## config.mk

```make
export PLATFORM = sky130hd
export DESIGN_NAME = qam_2_demod_flat
export DESIGN_NICKNAME = d
export VERILOG_FILES = /design/src/rtl/qam_pkg.sv /design/src/rtl/qam_2_demod_if.sv /design/src/rtl/qam_2_slicer.sv /design/src/rtl/qam_2_demod.sv /design/src/flat_wrapper.sv
export SDC_FILE = /design/constraint.sdc
export NUM_CORES = 1
export LEC_CHECK = 0
export ABC_AREA = 1
export CELL_PAD_IN_SITES_DETAIL_PLACEMENT = 1
export CELL_PAD_IN_SITES_GLOBAL_PLACEMENT = 1
export CORE_MARGIN = 8
export CORE_UTILIZATION = 35
export CTS_CLUSTER_DIAMETER = 80
export CTS_CLUSTER_SIZE = 28
export DETAILED_ROUTE_END_ITERATION = 8
export GPL_TIMING_DRIVEN = 0
export PLACE_DENSITY_LB_ADDON = 0.2
export REMOVE_ABC_BUFFERS = 1
export SLEW_MARGIN = 30
export SYNTH_ARGS = -nofsm -noshare
export SYNTH_HDL_FRONTEND = slang
export SYNTH_HIERARCHICAL = 1
export SYNTH_SLANG_ARGS = --single-unit
export TNS_END_PERCENT = 30
```

## constraint.sdc

```tcl
create_clock -name clk -period 4.7 [get_ports clk]
set_input_delay 0.94 -clock clk [delete_from_list [all_inputs] [get_ports clk]]
set_output_delay 0.94 -clock clk [all_outputs]
set_load 0.01 [all_outputs]
```

## src/rtl/qam_pkg.sv

```systemverilog
// Shared definitions for the 2-level (BPSK-style) QAM demodulator slice:
// I-field location inside the symbol word, FSM encoding, erasure counter width.
package qam_pkg;

  localparam int I_LSB          = 0;
  localparam int I_MSB          = 11;
  localparam int I_BITS         = 12;
  localparam int ERASE_CNT_BITS = 16;

  localparam logic [ERASE_CNT_BITS-1:0] ERASE_CNT_MAX = '1;

  typedef enum logic {
    ST_COLLECT = 1'b0,
    ST_HOLD    = 1'b1
  } state_t;

endpackage

```

## src/rtl/qam_2_demod_if.sv

```systemverilog
// Symbol-in / word-out handshake bundle for qam_2_demod.
// master = symbol source and word sink, slave = the demodulator.
interface qam_2_demod_if #(parameter int WORD_BITS = 8);
  import qam_pkg::*;

  logic [31:0]                 sym_in;
  logic                        sym_valid;
  logic                        sym_ready;
  logic [WORD_BITS-1:0]        out_data;
  logic                        out_erasure;
  logic                        out_valid;
  logic                        out_ready;
  logic [ERASE_CNT_BITS-1:0]   erase_cnt;

  modport master (
    output sym_in, sym_valid, out_ready,
    input  sym_ready, out_data, out_erasure, out_valid, erase_cnt
  );

  modport slave (
    input  sym_in, sym_valid, out_ready,
    output sym_ready, out_data, out_erasure, out_valid, erase_cnt
  );

endinterface

```

## src/rtl/qam_2_slicer.sv

```systemverilog
// Combinational hard slicer: sign of I gives the bit, small |I| flags an erasure.
// |I| is formed in I_BITS+1 bits so the most negative code (-2048) has a
// representable magnitude instead of wrapping back to itself.
module qam_2_slicer
  import qam_pkg::*;
#(
  parameter int ERASE_THR = 1
) (
  input  logic [I_BITS-1:0] i_val,
  output logic              bit_dec,
  output logic              erasure
);

  localparam logic [31:0] THR = ERASE_THR;

  logic [I_BITS:0] i_ext;
  logic [I_BITS:0] mag;

  // Sign decides the bit; magnitude below threshold marks it unreliable.
  always_comb begin
    i_ext   = {i_val[I_BITS-1], i_val};
    mag     = i_val[I_BITS-1] ? (~i_ext + 1'b1) : i_ext;
    bit_dec = i_val[I_BITS-1];
    erasure = ({{(31-I_BITS){1'b0}}, mag} < THR);
  end

endmodule

```

## src/rtl/qam_2_demod.sv

```systemverilog
// Two-level demodulator: slices one symbol per accepted handshake, packs the
// decided bits LSB-first into WORD_BITS words, flags words holding any erasure,
// and keeps a saturating erasure count since reset.
//
// state      | meaning
// -----------+---------------------------------------------------------------
// ST_COLLECT | word filling, sym_ready=1
// ST_HOLD    | finished word presented (out_valid=1), sym_ready follows out_ready
module qam_2_demod
  import qam_pkg::*;
#(
  parameter int WORD_BITS = 8,
  parameter int ERASE_THR = 1
) (
  input  logic          clk,
  input  logic          rst,
  qam_2_demod_if.slave  bus
);

  localparam int                CNT_W    = $clog2(WORD_BITS);
  localparam logic [CNT_W-1:0]  LAST_BIT = CNT_W'(WORD_BITS - 1);

  state_t                      state;
  state_t                      next_state;
  logic [CNT_W-1:0]            bit_cnt;
  logic [WORD_BITS-1:0]        shift_q;
  logic [WORD_BITS-1:0]        shift_next;
  logic                        word_era_q;
  logic [WORD_BITS-1:0]        data_q;
  logic                        erasure_q;
  logic [ERASE_CNT_BITS-1:0]   ecnt_q;
  logic                        bit_dec;
  logic                        sym_era;
  logic                        accept;
  logic                        word_done;
  logic                        sym_ready_c;
  logic                        unused_sym_bits;

  // Only the I field carries information for a 2-level constellation.
  assign unused_sym_bits = ^bus.sym_in[31:I_MSB+1];

  qam_2_slicer #(.ERASE_THR(ERASE_THR)) u_slicer (
    .i_val   (bus.sym_in[I_MSB:I_LSB]),
    .bit_dec (bit_dec),
    .erasure (sym_era)
  );

  // New bit enters at the top so the first bit of a word lands in bit 0.
  assign shift_next = {bit_dec, shift_q[WORD_BITS-1:1]};
  assign accept     = bus.sym_valid && sym_ready_c;

  // Next-state and handshake decode.
  always_comb begin
    next_state  = state;
    sym_ready_c = 1'b1;
    word_done   = 1'b0;
    case (state)
      ST_COLLECT: begin
        if (bus.sym_valid && (bit_cnt == LAST_BIT)) begin
          word_done  = 1'b1;
          next_state = ST_HOLD;
        end
      end
      ST_HOLD: begin
        sym_ready_c = bus.out_ready;
        if (bus.out_ready) next_state = ST_COLLECT;
      end
      default: next_state = ST_COLLECT;
    endcase
  end

  // State register.
  always_ff @(posedge clk) begin
    if (rst) state <= ST_COLLECT;
    else     state <= next_state;
  end

  // Bit packer and output word register; a symbol taken in ST_HOLD starts the next word.
  always_ff @(posedge clk) begin
    if (rst) begin
      bit_cnt    <= '0;
      shift_q    <= '0;
      word_era_q <= 1'b0;
      data_q     <= '0;
      erasure_q  <= 1'b0;
    end else if (accept) begin
      if (word_done) begin
        data_q     <= shift_next;
        erasure_q  <= word_era_q | sym_era;
        shift_q    <= '0;
        bit_cnt    <= '0;
        word_era_q <= 1'b0;
      end else begin
        shift_q    <= shift_next;
        bit_cnt    <= bit_cnt + 1'b1;
        word_era_q <= word_era_q | sym_era;
      end
    end
  end

  // Saturating erasure counter.
  always_ff @(posedge clk) begin
    if (rst)                                          ecnt_q <= '0;
    else if (accept && sym_era && ecnt_q != ERASE_CNT_MAX) ecnt_q <= ecnt_q + 1'b1;
  end

  assign bus.sym_ready   = sym_ready_c;
  assign bus.out_data    = data_q;
  assign bus.out_erasure = erasure_q;
  assign bus.out_valid   = (state == ST_HOLD);
  assign bus.erase_cnt   = ecnt_q;

endmodule

```

## src/flat_wrapper.sv

```systemverilog
// flat-port wrapper written by rule: the top's interface ports become plain ports
module qam_2_demod_flat import qam_pkg::*;
#(
  parameter int WORD_BITS = 8,
  parameter int ERASE_THR = 1
)
  (clk, rst, bus_sym_in, bus_sym_valid, bus_out_ready, bus_sym_ready, bus_out_data, bus_out_erasure, bus_out_valid, bus_erase_cnt);
  qam_2_demod_if #(.WORD_BITS(WORD_BITS)) bus_i ();
  input  logic clk;
  input  logic rst;
  input wire logic [$bits(bus_i.sym_in)-1:0] bus_sym_in;
  input wire logic [$bits(bus_i.sym_valid)-1:0] bus_sym_valid;
  input wire logic [$bits(bus_i.out_ready)-1:0] bus_out_ready;
  output wire logic [$bits(bus_i.sym_ready)-1:0] bus_sym_ready;
  output wire logic [$bits(bus_i.out_data)-1:0] bus_out_data;
  output wire logic [$bits(bus_i.out_erasure)-1:0] bus_out_erasure;
  output wire logic [$bits(bus_i.out_valid)-1:0] bus_out_valid;
  output wire logic [$bits(bus_i.erase_cnt)-1:0] bus_erase_cnt;
  assign bus_i.sym_in = bus_sym_in;
  assign bus_i.sym_valid = bus_sym_valid;
  assign bus_i.out_ready = bus_out_ready;
  assign bus_sym_ready = bus_i.sym_ready;
  assign bus_out_data = bus_i.out_data;
  assign bus_out_erasure = bus_i.out_erasure;
  assign bus_out_valid = bus_i.out_valid;
  assign bus_erase_cnt = bus_i.erase_cnt;
  qam_2_demod #(.WORD_BITS(WORD_BITS), .ERASE_THR(ERASE_THR)) u_core (.clk(clk), .rst(rst), .bus(bus_i));
endmodule
```

After elaboration in Yosys (flattened, before gate mapping)
Index checks and enable logic that the tools add are counted.

$add $sub $neg: 3. $mul: 0. Div/mod/pow operators: 0. Magnitude comparators: 1. Equal/unequal tests: 2. Shift-type cells: 0. Multiplexer cells: 9. Bitwise operators: 3. Reductions and logical operators: 5.

Operator list (number): $add A16 B1 Y16 const B (1); $ne A16 B16 Y1 const B (1); $add A13 B1 Y13 const B (1); $lt A13 B1 Y1 const B (1); $mux W13 (1); $not A13 Y13 (1); $mux W8 (1); $mux W1 (5); $logic_and A1 B1 Y1 (4); $add A3 B1 Y3 const B (1); $eq A3 B3 Y1 const B (1); $mux W3 (1); $pmux W1 S2 (1); $reduce_and A2 Y1 (1); $not A1 Y1 (1); $or A1 B1 Y1 (1).

Flip-flop bits (word level): 38. Bits in latches: 0. Bits in writable memories: 0. ROM bits: 0. Input bits: 36. Output and inout bits: 27. Logic and storage cells: 30. Memories kept: 0.

Depth between registers and ports, before layout
Gate-level depths: netlist of run 1.

Depth after elaboration: 6. Mapped depth: 18. Gate-level depth less buffers: 18.

By module
The synthesis of run 1 kept the hierarchy.

By module, submodules not included: qam_2_demod (times used 1, cells an instance 257, area an instance 1815.5 um^2, sequential area each 740.7 um^2); qam_2_slicer (times used 1, cells an instance 74, area an instance 326.6 um^2, sequential area each 0.0 um^2).

Least setup slack after synthesis of run 1
Ideal clock, no wire load.

Path kind: input-to-reg. From: in bus_sym_in[0]. To: reg u_core.ecnt_q[11] (netlist: u_core/bus.erase_cnt[11]). Library setup time: 0.115 ns. Arrival: 2.406 ns. Data required time: 4.585 ns. Setup slack: 2.179 ns. Stages on the path: 16. Path buffers: 0. Cell sequence: inv_1 ha_1 a21oi_1 nand3_1 nor2_1 nand2_1 nor2_2 nand2_1 nor2_2 inv_1 nor2_2 nand2_1 nor2_1 nand3_1 nand2_1 nor2_1.

Cells in the longest elaborated chain, start to end: 6.

RTL lines: start, declared (line flat_wrapper.sv:11) `input wire logic [$bits(bus_i.sym_in)-1:0] bus_sym_in;`; $not A13 Y13 (line qam_2_slicer.sv:22) `mag = i_val[I_BITS-1] ? (~i_ext + 1'b1) : i_ext;`; $add A13 B1 Y13 (line qam_2_slicer.sv:22); $mux W13 (*) (line qam_2_slicer.sv:22); $lt A13 B1 Y1 (*) (line qam_2_slicer.sv:24) `erasure = ({{(31-I_BITS){1'b0}}, mag} < THR);`; net u_core.sym_era (line qam_2_demod.sv:33) `logic sym_era;`; $logic_and A1 B1 Y1 (*) (2 in a row) (line qam_2_demod.sv:104) `else if (accept && sym_era && ecnt_q != ERASE_CNT_MAX) ecnt_q <= ecnt_q + 1'b1;`; end signal, assigned (line qam_2_demod.sv:104); end, declared (line qam_2_demod.sv:31) `logic [ERASE_CNT_BITS-1:0] ecnt_q;`.

The timed path passes the listed nets; every way through them passes the cells marked *. A chain may end at the register's enable or synchronous reset.

Worst setup path in the final report of run 1
From: in bus_sym_in[0]. To: reg u_core.ecnt_q[15] (netlist: u_core/bus.erase_cnt[15]).

The elaborated chain is that of the path after synthesis.

==> results of run 1 <==
==> power by group through the flow <==
stage,sequential (W),combinational [W],clock (W)
2_1_floorplan,0.000328,0.0000325,0
3_3_place_gp,0.000328,0.0000577,0
3_5_place_dp,0.000328,0.0000598,0
4_1_cts,0.000321,0.0000600,0.000291
5_1_grt,0.000322,0.0000670,0.000305
6_report,0.000321,0.0000591,0.000284
==> cells by family (layout without fill, tap and decap cells) <==
family / after synthesis / count (layout)
simple gates: 196 / 196
compound gates: 47 / 47
buf+inv: 47 / 89
flops: 37 / 37
fa+ha+maj: 4 / 4
==> critical path, stage by stage <==
cell,delay [ps]
clkdlybuf4s50_1,480
inv_1,90
ha_1,280
a21oi_1,170
nand3_1,90
nor2_1,90
nand2_1,90
nor2_2,80
nand2_1,60
nor2_2,130
inv_1,70
nor2_2,270
nand2_1,150
nor2_1,150
nand3_1,80
nand2_1,60
nor2_1,50
==> final timing paths <==
kind | startpoint | to | cells after the start
hold / removal | u_core/shift_q[1]$_SDFFE_PP0N_ | u_core/shift_q[1]$_SDFFE_PP0N_ | 2
setup reg to reg | u_core/bit_cnt[0]$_SDFFE_PP0N_ | u_core/bus.out_erasure$_SDFFE_PP0P_ | 8
hold reg to reg | u_core/shift_q[1]$_SDFFE_PP0N_ | u_core/shift_q[1]$_SDFFE_PP0N_ | 2
setup / recovery | bus_sym_in[0] | u_core/bus.erase_cnt[15]$_SDFFE_PP0P_ | 17
==> final cells by class <==
type / count / share of cell area, %
Clock buffer: 6 / 2.68
Sequential cell: 37 / 27.3
Inverter: 39 / 5.49
Timing Repair Buffer: 42 / 15.5
Clock inverter: 2 / 1.43
Tap cell: 75 / 3.46
Multi-Input combinational cell: 247 / 44.1
==> flip-flops by register name (all words and copies together), names as in the netlist <==
name                    flops
u_core/bus.erase_cnt       16
u_core/bus.out_data         8
u_core/shift_q              7
u_core/bit_cnt              3
u_core/bus.out_erasure      1
u_core/bus.out_valid        1
u_core/word_era_q           1
==> metal layers <==
layer / GRT usage [%] / part of all wire [%]
met5: 0 / 0
met4: 4.36 / 1.1
met3: 3.52 / 4.1
met2: 23.0 / 47
met1: 16.6 / 48
==> cell usage in the layout (no fill, tap or decap), types with 2 or more instances in the layout <==
master,instances
inv_1,32
nand3_1,21
ha_1,4
nand3_2,3
inv_2,5
nor2_4,4
nor2_1,67
nand4_1,2
clkbuf_8,5
dfxtp_1,37
a211oi_1,4
nor2_2,7
clkdlybuf4s50_1,42
nand2_2,9
a21oi_1,26
nand2_1,78
o21ai_0,16
==> per-stage QoR <==
stage                     util, %  setup WS, ps  std cells  area, um^2
after global placement       43.9          1300        440        2600
final                        45.8          1550        448        2710
after floorplan                 -          2170        323        2090
after global routing         45.8          1300        448        2710
after detailed placement     43.9          1240        440        2600
after CTS                    45.8          1550        448        2710
==> out/qor.yml, run 1 <==
status: "finished clean"
pwr-share-comb_pct: 8.9
drt.antenna.violating_nets: 0
overflow: 0
clock_tree.buffer_depth: 2
synth_area_leaders: "dfxtp_1 (35%), nand2_1 (14%), nor2_1 (12%), a21oi_1 (6.1%), inv_1 (5.6%)"
ios: 63
grt_usage_pct: 13.7
seq_power_share_pct: 48.3
yosys.area.top_type_share_pct: 34.6
drc: 0
syn_to_final_growth_pct: 26.6
synth-simple-area-share_pct: 42.1
async_flop_share_pct: 0
synth_area_mm2: 0.00214
synth_xor_area_share_pct: 0
crit_path_start_kind: "input port"
yosys-top-cells-count: "nand2_1 (78), nor2_1 (67), dfxtp_1 (37), inv_1 (32), a21oi_1 (26)"
yosys.area.top_type: "dfxtp_1"
fp.dieArea_mm2: 0.00888
swShare_pct: 24.2
powerDensity_mw_per_mm2: 245
arrival_ps: 3340
fp.dieW_um: 94.2
grt_max_degree: 28
initial_utilization_pct: 36.2
criticalPathCategory: "in -> reg"
ff2ff_setup_slack_ps: 2810
clockRootBuffer: "clkbuf_8"
antenna_cells: 0
tightestPinTransition_ps: 835
rsz0062_at_grt: "false"
vias: 2187
register_area_um2: 741
viasPerCell: 4.88
cts_setup_buffers: 0
maxSlewViolCount: 0
detail_route.wl_per_cell_um: 13.1
fin_skew_ps: 7.76
fin_hold_ws_ps: 471
p_switching_w: 0.000161
relSlewSlack_pct: 44.3
worst_ep_required_time_ps: 4890
synthFlopType: "dfxtp_1"
synthCells: 331
finalWorstPathRequiredPeriod_ps: 3150
maxCapViolations: 0
synth_edf_count: 0
drtIter0Drc: 47
yosys-mux-area-fraction_pct: 0
cts_hold_buf: 0
cts_buffers: 5
die_h_um: 94.2
synth_compound_area_share_pct: 11.5
ys_ff_latch: 37
final_nets: 412
clk_latency_ps: 300
synth_top_family_by_area: "simple AND/OR/NAND/NOR gates"
multi_input_area_mm2: 0.00120
setup-tns-final_ps: 0
core_mm2: 0.00592
wirelength_um: 5870
yosys_warnings: 6
p_int_w: 0.000503
seq_area_frac_synth_pct: 34.6
dp_hpwl_um: 4450
p_total_w: 0.000664
rows: 28
avgSynthCellArea_um2: 6.47
peakVddDrop_uv: 175
setup_violations: 0
gp_congestion: 0.800
synth_cell_types: 28
n_fill_cell: 786
portBuffers: 42
grt_pass1_vias: 2175
hold_violations: 0
yosysMostFrequentCell: "nand2_1"
grt_pass1_wl_um: 9920
h-tree-depth: 2
fin_crit_sh_pct: 67.0
endpoint_kind: "flop"
hold_path_class: "reg -> reg"
cts.sink_count: 37
antenna_found_initial: 0
cts_tree: "done"
firstDrtPassIters: 4
drive_above_1_share_pct: 10.5
fmax_mhz: 318
synth_fa_ha_area_share_pct: 2.34
p_leak_nw: 1.15
pwr-share-clk_pct: 42.8
cts_resized: 0
clk_pin_slew_ps: 80
path_max_fanout: 5
(Power assumes the default switching activity.)
==> run 2: changes to the inputs <==
CORE_UTILIZATION = 29   (was 35)
clock period = 2.7 ns   (was 4.7 ns; I/O delays follow)
==> run 2 against run 1 <==
Against the previous run: critical path depth down 1; routed wire length up 1.7%; combinational power up 78%; first-iteration DRC count up 13%; sequential power up 74%; clock power up 44%; critical path type unchanged; largest power group unchanged; highest routed layer unchanged.
==> out/qor.yml, run 2 (same netlist as run 1, synthesis figures left out) <==
crit_path_start_kind: "input port"
clock_tree.buffer_depth: 2
crit_chain: "clkdlybuf4s50_1, inv_1, ha_4, a21oi_1, nand3_1, nor2_1, nand2_1, nor2_2, nand2_1, nor2_4, inv_2, nor2_4, buf_4, nand2_1, o21ai_0, nor2_1"
rows: 31
layout_common_cells: "nand2_1 (76), nor2_1 (61), clkdlybuf4s50_1 (41)"
initial_utilization_pct: 29.7
finalWorstPathRequiredPeriod_ps: 2490
clk_pin_slew_ps: 80
maxSlewViolCount: 0
drive_above_1_share_pct: 13.9
endpoint_kind: "flop"
fin_skew_ps: 6.20
grt_max_degree: 28
drtIter0Drc: 53
ios: 63
viasPerCell: 4.49
drc: 0
n_fill_cell: 954
die_h_um: 102
final_nets: 413
cts_hold_buf: 0
drt.antenna.violating_nets: 0
crit_family: "simple AND/OR/NAND/NOR gates"
fin_crit_sh_pct: 92.3
clk_latency_ps: 290
cts_buffers: 5
portBuffers: 42
p_total_w: 0.00107
core_mm2: 0.00721
dp_hpwl_um: 4580
fin_area_mm2: 0.00279
peakVddDrop_uv: 171
worst_ep_required_time_ps: 2890
status: "finished clean"
fin_cells: 473
gp_congestion: 0.789
grt_usage_pct: 12.2
maxCapViolations: 0
antenna_cells: 0
criticalPathCategory: "in -> reg"
slowest_delay_ps: 510
firstDrtPassIters: 4
detail_route.wl_per_cell_um: 12.6
fmax_mhz: 401
cts.sink_count: 37
crit_buf_inv: 4
largest_reg_flops: 16
relSlewSlack_pct: 48.1
wirelength_um: 5970
p_leak_nw: 1.16
layout_commonest_cell: "nand2_1"
tightestPinTransition_ps: 778
grt_pass1_wl_um: 10200
hold_violations: 0
dpl_cell_area_mm2: 0.00263
fp.dieW_um: 102
antenna_found_initial: 0
dp.cells: 464
setup_violations: 0
cp_slowest_cell: "clkdlybuf4s50_1"
overflow: 0
fp.dieArea_mm2: 0.0104
worst_path_most_repeated_cell: "nand2_1"
powerDensity_mw_per_mm2: 385
rsz0062_at_grt: "false"
grt_pass1_vias: 2208
vias: 2124
syn_to_final_growth_pct: 30.1
cts_tree: "done"
h-tree-depth: 2
path_max_fanout: 5
hold_path_class: "reg -> reg"
arrival_ps: 2690
clockRootBuffer: "clkbuf_8"
==> run 2: cell count changes in the layout (fill, tap and decap cells not counted), moves of 2 or more <==
| cell | delta |
|---|---|
| inv_1 | -2 |
| inv_2 | +2 |
| nand2_1 | -2 |
| nand2_2 | +2 |
| nor2_1 | -6 |
| nor2_2 | +3 |
| nor2_4 | +3 |
==> run 2: metal layers <==
| metal | GRT usage, % | share of wire, % |
|---|---|---|
| met1 | 14.7 | 47 |
| met2 | 21.2 | 49 |
| met3 | 2.86 | 3.2 |
| met4 | 3.05 | 0.69 |
| met5 | 0 | 0 |
==> run 2: worst register-to-register path, cell delays in order (launching register included) <==
cell,delay (ps)
dfxtp_1,360
ha_1,160
ha_1,150
inv_1,50
nor2_1,120
nand2_1,230
inv_1,450
o21ai_0,150
a21oi_1,170
==> run 2: where the power goes <==
group / switching (W) / total [W] / internal [W]
logic: 0.0000595 / 0.000105 / 0.0000459
registers: 0.00000522 / 0.000559 / 0.000554
clock network: 0.000225 / 0.000408 / 0.000183
==> run 2: final timing paths <==
path | start | endpoint | slack, ps | depth (start not counted)
setup / recovery | bus_sym_in[1] | u_core/bus.erase_cnt[1]$_SDFFE_PP0P_ | 210 | 16
hold / removal | u_core/shift_q[1]$_SDFFE_PP0N_ | u_core/shift_q[1]$_SDFFE_PP0N_ | 480 | 2
setup reg to reg | u_core/bit_cnt[0]$_SDFFE_PP0N_ | u_core/bus.out_data[3]$_SDFFE_PP0P_ | 780 | 8
hold reg to reg | u_core/shift_q[1]$_SDFFE_PP0N_ | u_core/shift_q[1]$_SDFFE_PP0N_ | 480 | 2
==> run 2: layout make-up <==
type / count / area (um^2) / area share [%]
multi-input combinational: 247 / 1250 / 44.9
clock inverter: 3 / 21.3 / 0.763
tap: 99 / 124 / 4.45
inverter: 39 / 149 / 5.34
clock buffer: 5 / 68.8 / 2.47
sequential: 37 / 741 / 26.6
timing repair buffer: 43 / 430 / 15.4
==> run 2: metrics by stage <==
stage / setup slack, ps / setup TNS [ps] / util (%) / hold WS [ps]
after floorplan: 570 / 0 / - / 436
after global placement: -340 / -3590 / 36.5 / 452
after detailed placement: -363 / -4030 / 36.5 / 462
after CTS: 12.6 / 0 / 37.8 / 477
after global routing: 9.24 / 0 / 38.6 / 503
final: 207 / 0 / 38.6 / 482
==> run 2: what timing repair did <==
action | CTS | global route
pin swaps | 0 | 2
gates cloned | 0 | 0
gates resized for setup | 1 | 16
buffers inserted | 0 | 1
endpoints found under the setup margin | 4 | 16
